--- src/rtl/med_ctrl.sv ---
// Sequencer for one MED running-median datapath: buffers a window of samples,
// bursts them into MED, steps it through max-extraction passes, captures the median.
module med_ctrl #(
    parameter int N    = 7,
    parameter int SIZE = 9
) (
    input  logic         i_clk,
    input  logic         i_rst,
    input  logic [N:0]   i_s_data,
    input  logic         i_s_valid,
    output logic         o_s_ready,
    output logic [N:0]   o_med_di,
    output logic         o_med_dsi,
    output logic         o_med_byp,
    input  logic [N:0]   i_med_do,
    output logic [N:0]   o_m_data,
    output logic         o_m_valid,
    input  logic         i_m_ready,
    output logic         o_busy,
    output logic [2:0]   o_dbg_state
);

    // Handshakes: a transfer happens on the rising edge where valid and ready are
    // both high; the source holds data stable while valid is high and ready is low.

    localparam int CW = $clog2(SIZE + 1);
    localparam int PW = $clog2((SIZE - 1) / 2 + 1);

    localparam logic [CW-1:0] C_FULL     = CW'(SIZE);
    localparam logic [CW-1:0] C_FULL_M1  = CW'(SIZE - 1);
    localparam logic [CW-1:0] C_CMP_LAST = CW'(SIZE - 2);
    localparam logic [PW-1:0] C_PASSES   = PW'((SIZE - 1) / 2);

    typedef enum logic [2:0] {
        S_FILL  = 3'd0,
        S_BURST = 3'd1,
        S_CMP   = 3'd2,
        S_FLUSH = 3'd3,
        S_DONE  = 3'd4
    } state_t;

    state_t        r_state, w_state_nxt;
    logic [CW-1:0] r_cnt;
    logic [CW-1:0] r_k, w_k_nxt;
    logic [PW-1:0] r_pass, w_pass_nxt;
    logic [N:0]    r_buf [SIZE];
    logic          r_med_dsi, r_med_byp;
    logic [N:0]    r_med_di;
    logic [N:0]    r_m_data;
    logic          r_m_valid;

    logic          w_accept;
    logic          w_full_nxt;
    logic          w_capture;
    logic          w_burst_end;
    logic          w_shift_nxt;
    logic [N:0]    w_di_nxt;

    assign o_s_ready   = ~i_rst & (r_cnt < C_FULL) & (r_state != S_BURST);
    assign w_accept    = i_s_valid & o_s_ready;
    assign w_full_nxt  = (r_cnt == C_FULL) | ((r_cnt == C_FULL_M1) & w_accept);
    assign w_capture   = (r_state == S_DONE) & (~r_m_valid | i_m_ready);
    assign w_burst_end = (r_state == S_BURST) & (r_k == C_FULL_M1);

    always_comb begin
        w_state_nxt = r_state;
        w_k_nxt     = r_k;
        w_pass_nxt  = r_pass;
        case (r_state)
            S_FILL: begin
                if (w_full_nxt) begin
                    w_state_nxt = S_BURST;
                    w_k_nxt     = '0;
                end
            end
            S_BURST: begin
                if (w_burst_end) begin
                    w_state_nxt = S_CMP;
                    w_k_nxt     = '0;
                    w_pass_nxt  = '0;
                end else begin
                    w_k_nxt = r_k + 1'b1;
                end
            end
            S_CMP: begin
                if (r_k == C_CMP_LAST) begin
                    w_state_nxt = (r_pass == C_PASSES) ? S_DONE : S_FLUSH;
                    w_k_nxt     = '0;
                end else begin
                    w_k_nxt = r_k + 1'b1;
                end
            end
            S_FLUSH: begin
                w_state_nxt = S_CMP;
                w_k_nxt     = '0;
                w_pass_nxt  = r_pass + 1'b1;
            end
            S_DONE: begin
                // A full buffer would leave FILL on its first cycle, so start its burst now.
                if (w_capture) begin
                    w_state_nxt = w_full_nxt ? S_BURST : S_FILL;
                    w_k_nxt     = '0;
                end
            end
            default: begin
                w_state_nxt = S_FILL;
                w_k_nxt     = '0;
                w_pass_nxt  = '0;
            end
        endcase
    end

    // MED controls are decoded from the next state so they leave flops aligned with it.
    assign w_shift_nxt = (w_state_nxt == S_BURST) | (w_state_nxt == S_FLUSH);
    assign w_di_nxt    = (w_state_nxt == S_BURST) ? r_buf[w_k_nxt] : '0;

    always_ff @(posedge i_clk or posedge i_rst) begin
        if (i_rst) begin
            r_state   <= S_FILL;
            r_cnt     <= '0;
            r_k       <= '0;
            r_pass    <= '0;
            r_med_dsi <= 1'b0;
            r_med_byp <= 1'b0;
            r_med_di  <= '0;
            r_m_data  <= '0;
            r_m_valid <= 1'b0;
        end else begin
            r_state   <= w_state_nxt;
            r_k       <= w_k_nxt;
            r_pass    <= w_pass_nxt;
            r_med_dsi <= w_shift_nxt;
            r_med_byp <= w_shift_nxt;
            r_med_di  <= w_di_nxt;
            if (w_burst_end) begin
                r_cnt <= '0;
            end else if (w_accept) begin
                r_cnt <= r_cnt + 1'b1;
            end
            if (w_capture) begin
                r_m_data  <= i_med_do;
                r_m_valid <= 1'b1;
            end else if (i_m_ready) begin
                r_m_valid <= 1'b0;
            end
        end
    end

    always_ff @(posedge i_clk) begin
        if (w_accept) begin
            r_buf[r_cnt] <= i_s_data;
        end
    end

    assign o_med_di    = r_med_di;
    assign o_med_dsi   = r_med_dsi;
    assign o_med_byp   = r_med_byp;
    assign o_m_data    = r_m_data;
    assign o_m_valid   = r_m_valid;
    assign o_busy      = (r_state != S_FILL);
    assign o_dbg_state = r_state;

endmodule
--- config.mk ---
export PLATFORM = sky130hd
export DESIGN_NAME = med_ctrl
export DESIGN_NICKNAME = d
export VERILOG_FILES = /design/src/rtl/med_ctrl.sv
export SDC_FILE = /design/constraint.sdc
export NUM_CORES = 1
export LEC_CHECK = 0
export BUFFER_PORTS_ARGS = -buffer_cell sky130_fd_sc_hd__buf_2
export CORE_UTILIZATION = 55
export CTS_CLUSTER_DIAMETER = 200
export CTS_CLUSTER_SIZE = 12
export DETAILED_ROUTE_END_ITERATION = 8
export HOLD_SLACK_MARGIN = 0.12
export MAX_ROUTING_LAYER = met4
export PLACE_DENSITY = 0.75
export SYNTH_ARGS = -nofsm -noshare
export SYNTH_HDL_FRONTEND = slang
export SYNTH_SLANG_ARGS = --single-unit
--- constraint.sdc ---
create_clock -name i_clk -period 5.92 [get_ports i_clk]
set_clock_uncertainty 0.05 [all_clocks]
set_input_delay 0.296 -clock i_clk [delete_from_list [all_inputs] [get_ports i_clk]]
set_output_delay 0.296 -clock i_clk [all_outputs]
set_load 0.02 [all_outputs]
---- After elaboration in Yosys (flattened, before gate mapping) ----
Memories as Yosys holds them, arrays and structs flattened.
Index checks and enable logic that the tools add are counted.
storage, ports and cells
  register bits ........................... 32
  memory bits (writable) .................. 72
  input port bits ......................... 20
  output and inout port bits .............. 24
  logic and storage cells ................. 65
  memories kept ........................... 1
memories
  name   depth  width  rd ports  clocked after Yosys merged registers in  wr ports  RTL line  text
  r_buf  9      8      1         0                                        1         46        logic [N:0] r_buf [SIZE];
cells by class
  add/subtract/negate cells ............... 3
  order comparisons ....................... 1
  eq/ne operators ......................... 13
  muxes and demuxes ....................... 21
  bitwise operators ....................... 12
  reductions and logical operators ........ 6
operators with widths
  operator                                                number
  two-way mux 4 bit                                       6
  two-way mux 3 bit                                       6
  one-hot mux 4 bit (4 select lines)                      1
  one-hot mux 3 bit (5 select lines)                      1
  equality test 4 bit (second input constant)             3
  equality test 3 x 2 -> 1 bit (second input constant)    3
  one-hot mux 3 bit (3 select lines)                      1
  adder 4 x 1 -> 4 bit (second input constant)            2
  two-way mux 8 bit                                       1
  AND 1 bit                                               6
  equality test 3 x 1 -> 1 bit (second input constant)    2
  equality test 3 bit (second input constant)             2
  two-way mux 1 bit                                       5
  equality test 4 x 3 -> 1 bit (second input constant)    1
  less-than comparator 4 bit (second input constant)      1
  nonzero test 2 bit                                      2
  adder 3 x 1 -> 3 bit (second input constant)            1
  zero test 3 bit                                         1
  inequality test 3 x 1 -> 1 bit (second input constant)  1
  NOT 1 bit                                               3
  OR 1 bit                                                3
  nonzero test 3 bit                                      1
  OR reduction 3 bit                                      1
  inequality test 2 bit (second input constant)           1
  AND reduction 2 bit                                     1

---- Depth between registers and ports, before layout ----
Gate-level depths: netlist of the first run.
  depth after elaboration ................. 11
  depth in mapped cells ................... 12
  mapped depth without buffers ............ 11

---- Worst setup path before layout of the first run ----
OpenSTA, ideal clock, no wires.
  kind .................................... register to register
  start point ............................. register r_state[2], in the netlist o_dbg_state[2]
  end point ............................... memory r_buf[3][0] in the netlist's numbering (enable)
  library setup time ...................... 395 ps
  arrival ................................. 2355 ps
  data required time ...................... 5475 ps
  setup slack ............................. 3120 ps
  stages on the path, launching flop included .. 6
  path buffers ............................ 1
  clock period less this slack ............ 2800 ps
  cells stage by stage .................... dfrtp_1 -> buf_2 -> nor3b_1 -> a211oi_2 -> nand2_1 -> nor4_1
on the way
  word-level cells in the longest chain between the ends .. 5
RTL lines
  element                                  RTL line  text
  start, declared                          42        state_t r_state, w_state_nxt;
  start signal, assigned                   129       r_state <= w_state_nxt;
  inequality test 3 x 1 -> 1 bit           59        assign o_s_ready = ~i_rst & (r_cnt < C_FULL) & (r_state != S_BURST);
  AND 1 bit                                59
  named net o_s_ready                      11        output logic o_s_ready,
  AND 1 bit                                60        assign w_accept = i_s_valid & o_s_ready;
  two-way mux 1 bit                        150       if (w_accept) begin
  two-way mux 1 bit (implied by the code)  151       r_buf[r_cnt] <= i_s_data;
  end, declared                            46
The timed path passes the listed nets, and every way through them passes these cells.

---- Worst setup path after layout of the first run ----
  start point ............................. register r_state[0], in the netlist o_dbg_state[0]
  end point ............................... register r_med_di[6], in the netlist o_med_di[6]
on the way
  word-level cells in the longest chain between the ends .. 10
  elaborated cells between the ends (all ways) .. 25
  those cells by class .................... eq/ne (6); mux (11); bitwise (6); reduce/logical (1); memory (1)
RTL lines
  element                                                     RTL line  text
  branches (longest 9 deep; another with memory (9 x 8 bit))  -
  two-way mux 8 bit (*)                                       115       assign w_di_nxt = (w_state_nxt == S_BURST) ? r_buf[w_k_nxt] : '0;
  named net w_di_nxt[6]                                       57        logic [N:0] w_di_nxt;
  end signal, assigned                                        134       r_med_di <= w_di_nxt;
  end, declared                                               48        logic [N:0] r_med_di;
Mark *: on every way through the listed nets, which the timed path passes.
A chain may end at the register's enable or synchronous reset.

==> out/results.txt, run 1 <==
outcome -> finished clean
clock sink count -> 104
vias in the first global route -> 2,951
number of inserted diodes -> 0
GR Util All Layers -> 24.53%
crit-path cells -> or3b_1 -> nand3_1 -> inv_2 -> o211ai_2 -> nand2_1 -> mux2_1 -> a311oi_1 -> o2bb2ai_1
initial drt markers -> 244
share of post-route cells with drive strength above 1 -> 20.00%
maximum clock frequency -> 0.2655 GHz
mean routed wirelength per cell -> 18.86 um
worst hold slack across all endpoints -> 159.2 ps
max_slew headroom -> 12.97%
setup total negative slack -> 0 ps
maximum fanout along the worst path -> 30
deepest level of the CTS H-tree -> 3
clock transition at the register clock pins on the worst setup and hold paths after CTS -> 90 ps
final setup violation count -> 0
Final Cycle Share -> 63.61%
library cell with the highest instance count after synthesis -> sky130_fd_sc_hd__edfxtp_1
number of synthesis warnings -> 0
hold path start -> i_s_valid
required arrival time at the worst endpoint -> 6120 ps
Pre-Repair DR Iteration Count -> 4
sequential share of the synthesized area -> 65.16%
number of slew-limit violations in the final report -> 0
min cycle time layout -> 3766 ps
I/O Buffers -> 43
Finished Core Util -> 64.57%
dpl hpwl -> 6116 um
Antenna Nets Post-Route -> 0
measured slew at the worst slew-check pin -> 1298 ps
number of buffers added by the clock tree synthesis step -> 9
Fin. Hold Viols -> 0
flip-flop and latch count after synthesis -> 104
kind of start point of the critical path -> flip-flop
Leak Pwr -> 1.976 nW
placed instance count -> 482
Chip Height -> 92.93 um
largest net degree at the start of global routing -> 31
number of setup buffers added after CTS -> 0
TritonCTS clock tree -> built
most used standard cells in the synthesized netlist -> 72 x sky130_fd_sc_hd__edfxtp_1, 40 x sky130_fd_sc_hd__o21ai_0, 32 x sky130_fd_sc_hd__dfrtp_1
global-route wire length before repair -> 15,370 um
source of the worst register-to-register timing path -> o_dbg_state[0]
Initial Utilization -> 57.94%
Most used DFF post-synth -> sky130_fd_sc_hd__edfxtp_1
arrival time at the worst endpoint -> 3960 ps
placeable core area -> 7848 um^2
path category of the worst min-delay check -> input port to flip-flop
gp weighted congestion -> 0.9185
final cell count without fillers -> 507
post-synth top area share -> 47.55%
post-synthesis net count -> 382
maximum number of buffers from clock root to sink -> 2
Die W -> 92.93 um
final instance area -> 5067 um^2
Post-synth EDFFs -> 72
Die Area -> 8635 um^2
leading post-synthesis cells by cell area -> sky130_fd_sc_hd__edfxtp_1 48%, sky130_fd_sc_hd__dfrtp_1 18%, sky130_fd_sc_hd__o21ai_0 4.4%, sky130_fd_sc_hd__a32oi_1 2.7%, sky130_fd_sc_hd__ha_1 2.5%
Area Overhead vs Synth -> 11.45%
number of distinct library cell variants in the gate-level netlist after synthesis -> 51
Post-DP Area -> 4805 um^2
Post-CTS Hold Buffers -> 9
Power Density -> 478.6 nW/um^2
synthesized area -> 4547 um^2
root buffer selected by CTS -> sky130_fd_sc_hd__clkbuf_8
antenna violations before repair -> 0
count of mapped cells out of synthesis -> 353
Critical path buffers and inverters -> 1
Register-to-Register Setup Slack -> 2150 ps
GRT Residual Overflow -> 0
Rows -> 32
unrepaired setup endpoints after global routing -> no
cell taking the most area after synthesis -> sky130_fd_sc_hd__edfxtp_1
via density per instance -> 6.116
clock latency on the worst-skew pair -> 370 ps
Post-Syn Area per Cell -> 12.88 um^2
type of the setup path with the least slack -> flip-flop to flip-flop
DRC errors left -> 0
slowest stage cell on the critical path -> sky130_fd_sc_hd__o211ai_2
CP startpoint -> o_dbg_state[0]
FFs w/ async S/R, synth -> 30.77%
Top delay family on crit path -> compound AO/OA/AOI/OAI gates
Via Count -> 3,101
max cap viols -> 0
VDD IR max -> 211.6 uV
I/O pin count -> 44
critical path endpoint category -> flip-flop
drt total wl -> 9560 um
PostCTS Resize Cnt -> 0
delay of the slowest cell on the worst path -> 1010 ps
Net count, final -> 429
-- worst min-delay path: stages --
cell and delay (ps):
sky130_fd_sc_hd__buf_2 130, sky130_fd_sc_hd__nand3_1 60, sky130_fd_sc_hd__a21oi_1 50
-- cell type report --
type / instances / area [um^2]
inverter: 14 / 52.55
timing repair buffer: 57 / 342.8
multi-input combinational: 214 / 1409
tap: 102 / 127.6
sequential: 104 / 2963
clock buffer: 11 / 131.4
clock inverter: 5 / 41.29
fill: 594 / 2780
-- flip-flops by register name, indices dropped and copies added (netlist names) --
| name | count |
|---|---|
| r_pass | 3 |
| o_med_di | 8 |
| r_k | 4 |
| o_m_data | 8 |
| o_m_valid | 1 |
| r_buf | 72 |
| r_cnt | 4 |
| o_med_byp | 1 |
| o_dbg_state | 3 |
-- metal layers --
layer / track usage (%) / part of all wire (%) / wire length (um) / up-vias
met5: - / 0 / 0 / -
met4: 10.00 / 2.0 / 191 / 0
met3: 3.612 / 5.7 / 546 / 18
met2: 36.27 / 47 / 4453 / 118
met1: 34.42 / 46 / 4369 / 1519
li1: - / - / - / 1446
-- final timing paths --
path	to	depth (start not counted)
max	o_med_di[6]	8
min	r_cnt[1]	3
max reg2reg	o_med_di[6]	8
min reg2reg	o_med_di[6]	1
max in group asynchronous	o_med_di[7]	4
min in group asynchronous	r_cnt[0]	3
-- per-stage QoR --
step                      power (mW)  worst slack [ps]
after floorplan                1.787              3120
after global placement         1.991              2497
after detailed placement       2.021              2255
after CTS                      2.416              2240
after global routing           2.585              1917
final                          2.425              2154
-- cell families after synthesis --
group           after synthesis  synth area share, %
fa+ha+maj                     9                2.477
xor+xnor                      3               0.5780
flops                       104                65.16
buf+inv                      35                3.990
compound gates              103                14.58
simple gates                 88                10.54
mux                          11                2.669
-- power breakdown --
group | internal (mW) | switching [mW] | leakage [nW]
Sequential | 0.856 | 0.0654 | 1.08
Clock | 0.157 | 0.239 | 0.0805
Combinational | 0.383 | 0.725 | 0.820
-- placed cells by master (no fill, tap or decap), types with 3 or more instances in the layout --
master                          instances
sky130_fd_sc_hd__a31oi_1               17
sky130_fd_sc_hd__clkbuf_8               9
sky130_fd_sc_hd__nor3b_1                3
sky130_fd_sc_hd__and2_1                 6
sky130_fd_sc_hd__nand3_1               20
sky130_fd_sc_hd__dlygate4sd3_1          9
sky130_fd_sc_hd__xnor2_1                3
sky130_fd_sc_hd__o22ai_1                8
sky130_fd_sc_hd__a21oi_1                8
sky130_fd_sc_hd__buf_2                 43
sky130_fd_sc_hd__nand2b_1               3
sky130_fd_sc_hd__inv_1                 13
sky130_fd_sc_hd__nand2_1               11
sky130_fd_sc_hd__nor2_1                16
sky130_fd_sc_hd__nor3_1                10
sky130_fd_sc_hd__mux2_2                 8
sky130_fd_sc_hd__o21ai_0               39
sky130_fd_sc_hd__a32oi_1               14
sky130_fd_sc_hd__buf_4                  5
sky130_fd_sc_hd__nor2b_1                3
sky130_fd_sc_hd__dfrtp_1               32
sky130_fd_sc_hd__ha_1                   9
sky130_fd_sc_hd__edfxtp_1              72
Power figures use the tool's default switching activity.
==> run 2, diff against run 1 <==
CORE_UTILIZATION = 53   (was 55)
clock period = 3.3 ns   (was 5.92 ns; I/O delays follow)
==> out/results.txt, run 2 (same netlist as run 1, synthesis figures left out) <==
outcome -> finished clean
clock transition at the register clock pins on the worst setup and hold paths after CTS -> 100 ps
number of slew-limit violations in the final report -> 0
Power Density -> 852.1 nW/um^2
maximum clock frequency -> 0.3293 GHz
Final Cycle Share -> 92.02%
Die W -> 94.62 um
minimum setup slack in the final design -> 263.4 ps
unrepaired setup endpoints after global routing -> no
Switching Share -> 41.98%
Net count, final -> 445
arrival time at the worst endpoint -> 3230 ps
clock sink count -> 104
deepest level of the CTS H-tree -> 3
min cycle time layout -> 3037 ps
Sequential Area -> 2963 um^2
DRC errors left -> 0
TritonCTS clock tree -> built
most frequent standard cell in the layout excluding fill and tap cells -> sky130_fd_sc_hd__edfxtp_1
clock group share of total power -> 16.5%
gp weighted congestion -> 0.8890
GR Util All Layers -> 24.83%
via density per instance -> 6.137
dpl hpwl -> 6399 um
global-route wire length before repair -> 15,620 um
GRT Residual Overflow -> 0
Antenna Nets Post-Route -> 0
number of inserted diodes -> 0
Filler Cell Count -> 641
Leak Pwr -> 2.043 nW
final setup violation count -> 0
placed instance count -> 491
clock latency on the worst-skew pair -> 360 ps
most used cells in the layout excluding fill and tap cells -> 72 x sky130_fd_sc_hd__edfxtp_1, 43 x sky130_fd_sc_hd__buf_2, 39 x sky130_fd_sc_hd__o21ai_0, 32 x sky130_fd_sc_hd__dfrtp_1, 20 x sky130_fd_sc_hd__nand3_1
drt total wl -> 10,230 um
type of the setup path with the least slack -> flip-flop to flip-flop
maximum fanout along the worst path -> 30
largest net degree at the start of global routing -> 31
vias in the first global route -> 3,040
worst hold slack across all endpoints -> 190.3 ps
switching power -> 1.869 mW
antenna violations before repair -> 0
Via Count -> 3,228
Largest register FFs -> 72
register containing the most flip-flops in the final layout -> r_buf
setup total negative slack -> 0 ps
Initial Utilization -> 55.06%
max cap viols -> 0
measured slew at the worst slew-check pin -> 588.1 ps
path category of the worst min-delay check -> input port to asynchronous set/reset pin
Chip Height -> 94.62 um
I/O pin count -> 44
required arrival time at the worst endpoint -> 3490 ps
Fin. Hold Viols -> 0
share of post-route cells with drive strength above 1 -> 21.14%
post-place setup slack -> 123.4 ps
Pre-Repair DR Iteration Count -> 5
mean routed wirelength per cell -> 19.44 um
proportion of power drawn by combinational gates -> 46.6%
VDD IR max -> 330.0 uV
kind of start point of the critical path -> flip-flop
number of buffers added by the clock tree synthesis step -> 9
Die Area -> 8953 um^2
Area Overhead vs Synth -> 14.94%
placeable core area -> 8258 um^2
root buffer selected by CTS -> sky130_fd_sc_hd__clkbuf_8
I/O Buffers -> 43
footprint of the multi-input gates -> 1409 um^2
Sequential Power Share -> 36.9%
Finished Core Util -> 63.29%
max_slew headroom -> 60.80%
maximum number of buffers from clock root to sink -> 2
Rows -> 33
critical path endpoint category -> flip-flop
initial drt markers -> 257
Pint -> 2.584 mW
final cell count without fillers -> 526
[run 2: cell types whose count changed in the layout (fill, tap and decap cells not counted), sizes merged]
cell         delta
inv             -1
dlygate4sd3    +10
buf             +6
clkinv          +1
[run 2: worst paths after layout]
kind,start,endpoint,slack (ps),cells after the start
max in group asynchronous,i_rst,r_k[1],2430,4
max reg2reg,r_cnt[0],o_med_di[0],260,10
min,i_rst,r_cnt[0],190,3
min reg2reg,r_buf[8][6],o_med_di[6],430,1
max,r_cnt[0],o_med_di[0],260,10
min in group i_clk,r_buf[8][6],o_med_di[6],430,1
[run 2: timing repair]
action | CTS | global route
buffers inserted | 0 | 0
hold endpoints to repair | 114 | 0
hold buffers | 19 | 0
endpoints found under the setup margin | 0 | 5
resized for setup | 0 | 1
[run 2: power groups by stage]
stage                     combinational, mW  clock, mW  sequential [mW]
after detailed placement               2.01          0             1.67
after CTS                              2.04      0.749             1.64
after floorplan                        1.52          0             1.69
final                                  2.07      0.736             1.64
after global placement                 1.95          0             1.66
after global routing                   2.27      0.794             1.66
[run 2: final cells by class]
cell class / instances / share of cell area [%]
Sequential cell: 104 / 56.69
Multi-Input combinational cell: 214 / 26.96
Tap cell: 105 / 2.514
Clock buffer: 11 / 2.705
Inverter: 14 / 1.006
Clock inverter: 5 / 0.7900
Timing Repair Buffer: 73 / 9.337
[run 2: per-stage QoR]
step / instance area (um^2) / power [mW]
final: 5226 / 4.453
after global routing: 5226 / 4.718
after CTS: 5226 / 4.433
after detailed placement: 4853 / 3.683
after global placement: 4853 / 3.615
after floorplan: 4547 / 3.205
[run 2: critical path: stages, from the launching register on]
cell	delay, ps
sky130_fd_sc_hd__dfrtp_1	420
sky130_fd_sc_hd__inv_1	150
sky130_fd_sc_hd__ha_1	220
sky130_fd_sc_hd__and4b_1	200
sky130_fd_sc_hd__nand3_1	140
sky130_fd_sc_hd__inv_2	250
sky130_fd_sc_hd__o211a_2	590
sky130_fd_sc_hd__o21ai_0	180
sky130_fd_sc_hd__a32oi_1	250
sky130_fd_sc_hd__o22ai_1	140
sky130_fd_sc_hd__nor3_1	330
[run 2: metal layers]
metal	up-vias	track usage (%)	wire length (um)
li1	1477	-	-
met1	1597	31.13	4337
met2	132	40.23	5014
met3	22	4.428	631
met4	0	9.596	242
met5	-	-	0
==> run 3, diff against run 2 <==
PLACE_DENSITY = 0.79   (was 0.75)
==> out/results.txt, run 3 (same netlist as run 1, synthesis figures left out) <==
outcome -> finished clean
via density per instance -> 6.149
most frequent standard cell in the layout excluding fill and tap cells -> sky130_fd_sc_hd__edfxtp_1
register containing the most flip-flops in the final layout -> r_buf
min cycle time layout -> 2979 ps
Fin. Hold Viols -> 0
critical path endpoint category -> flip-flop
final setup violation count -> 0
Initial Utilization -> 55.06%
Rows -> 33
Finished Core Util -> 63.48%
number of inserted diodes -> 0
Chip Height -> 94.62 um
Leak Pwr -> 2.053 nW
number of slew-limit violations in the final report -> 0
Net count, final -> 443
placed instance count -> 489
max cap viols -> 0
antenna violations before repair -> 0
initial drt markers -> 263
kind of start point of the critical path -> flip-flop
measured slew at the worst slew-check pin -> 1053 ps
Pre-Repair DR Iteration Count -> 5
GRT Residual Overflow -> 0
TritonCTS clock tree -> built
clock transition at the register clock pins on the worst setup and hold paths after CTS -> 90 ps
final cell count without fillers -> 524
unrepaired setup endpoints after global routing -> no
Die W -> 94.62 um
path category of the worst min-delay check -> input port to asynchronous set/reset pin
required arrival time at the worst endpoint -> 3480 ps
setup total negative slack -> 0 ps
Final Cycle Share -> 90.27%
minimum setup slack in the final design -> 321.1 ps
drt total wl -> 9808 um
post-place setup slack -> 229.0 ps
DRC errors left -> 0
total power of the final layout -> 4.531 mW
mean routed wirelength per cell -> 18.72 um
gp weighted congestion -> 0.8602
Die Area -> 8953 um^2
worst hold slack across all endpoints -> 247.6 ps
clock latency on the worst-skew pair -> 370 ps
dpl hpwl -> 6254 um
GR Util All Layers -> 24.68%
global-route wire length before repair -> 15,630 um
arrival time at the worst endpoint -> 3160 ps
I/O Buffers -> 43
maximum number of buffers from clock root to sink -> 2
final instance area -> 5243 um^2
Antenna Nets Post-Route -> 0
maximum fanout along the worst path -> 12
VDD IR max -> 426.0 uV
number of buffers added by the clock tree synthesis step -> 9
deepest level of the CTS H-tree -> 3
most used cells in the layout excluding fill and tap cells -> 72 x sky130_fd_sc_hd__edfxtp_1, 43 x sky130_fd_sc_hd__buf_2, 39 x sky130_fd_sc_hd__o21ai_0, 32 x sky130_fd_sc_hd__dfrtp_1, 20 x sky130_fd_sc_hd__nand3_1
root buffer selected by CTS -> sky130_fd_sc_hd__clkbuf_8
maximum clock frequency -> 0.3357 GHz
Post-DP Area -> 4842 um^2
largest net degree at the start of global routing -> 31
Via Count -> 3,222
placeable core area -> 8258 um^2
number of setup buffers added after CTS -> 0
type of the setup path with the least slack -> flip-flop to flip-flop
I/O pin count -> 44
vias in the first global route -> 3,044
clock sink count -> 104
Largest register FFs -> 72
share of post-route cells with drive strength above 1 -> 20.76%
max_slew headroom -> 29.82%
Power Density -> 864.4 nW/um^2
Area Overhead vs Synth -> 15.30%
## run 3: cell count changes in the layout (fill, tap and decap cells not counted), sizes merged
cell      change
buf           -2
bufinv        +2
clkbuf        -1
clkinvlp      -1
## run 3: worst paths after layout
kind	to	start	slack, ps	cells past startpoint
min in group i_clk	o_m_data[5]	o_m_data[5]	460	1
min reg2reg	o_m_data[5]	o_m_data[5]	460	1
min	r_cnt[2]	i_rst	250	3
max reg2reg	o_med_di[6]	r_cnt[0]	320	11
max in group asynchronous	o_m_data[3]	i_rst	2330	4
max	o_med_di[6]	r_cnt[0]	320	11
## run 3: worst max-delay path, cell delays in order (launching register included)
cell	delay, ps
sky130_fd_sc_hd__dfrtp_1	430
sky130_fd_sc_hd__inv_1	160
sky130_fd_sc_hd__ha_1	240
sky130_fd_sc_hd__and4b_1	220
sky130_fd_sc_hd__nand3_1	130
sky130_fd_sc_hd__inv_2	270
sky130_fd_sc_hd__o211ai_1	150
sky130_fd_sc_hd__a21oi_1	310
sky130_fd_sc_hd__inv_1	170
sky130_fd_sc_hd__a2111oi_0	460
sky130_fd_sc_hd__or3_1	170
sky130_fd_sc_hd__o2bb2ai_1	90
## run 3: repair_timing
item	4_1_cts	5_1_grt
gates resized for setup	0	1
endpoints found under the hold margin	114	0
endpoints found under the setup margin	0	8
hold buffers	19	0
## run 3: area by class of cell
| class | instances | area [um^2] |
|---|---|---|
| Clock buffer | 10 | 127.6 |
| Clock inverter | 6 | 82.58 |
| Fill cell | 615 | 3015 |
| Inverter | 14 | 52.55 |
| Multi-Input combinational cell | 214 | 1413 |
| Sequential cell | 104 | 2963 |
| Tap cell | 105 | 131.4 |
| Timing Repair Buffer | 71 | 473.0 |
## run 3: metal layers
metal	global-route usage (%)	part of all wire [%]	vias to the layer above
li1	-	-	1471
met1	32.79	43	1556
met2	37.41	47	170
met3	3.945	7.4	25
met4	11.36	2.5	0
met5	-	0	-
## run 3: power breakdown
part           leakage [nW]  internal [mW]  switching (mW)
combinational         0.873          0.732            1.31
clock                 0.104          0.425           0.416
sequential             1.08           1.54           0.110
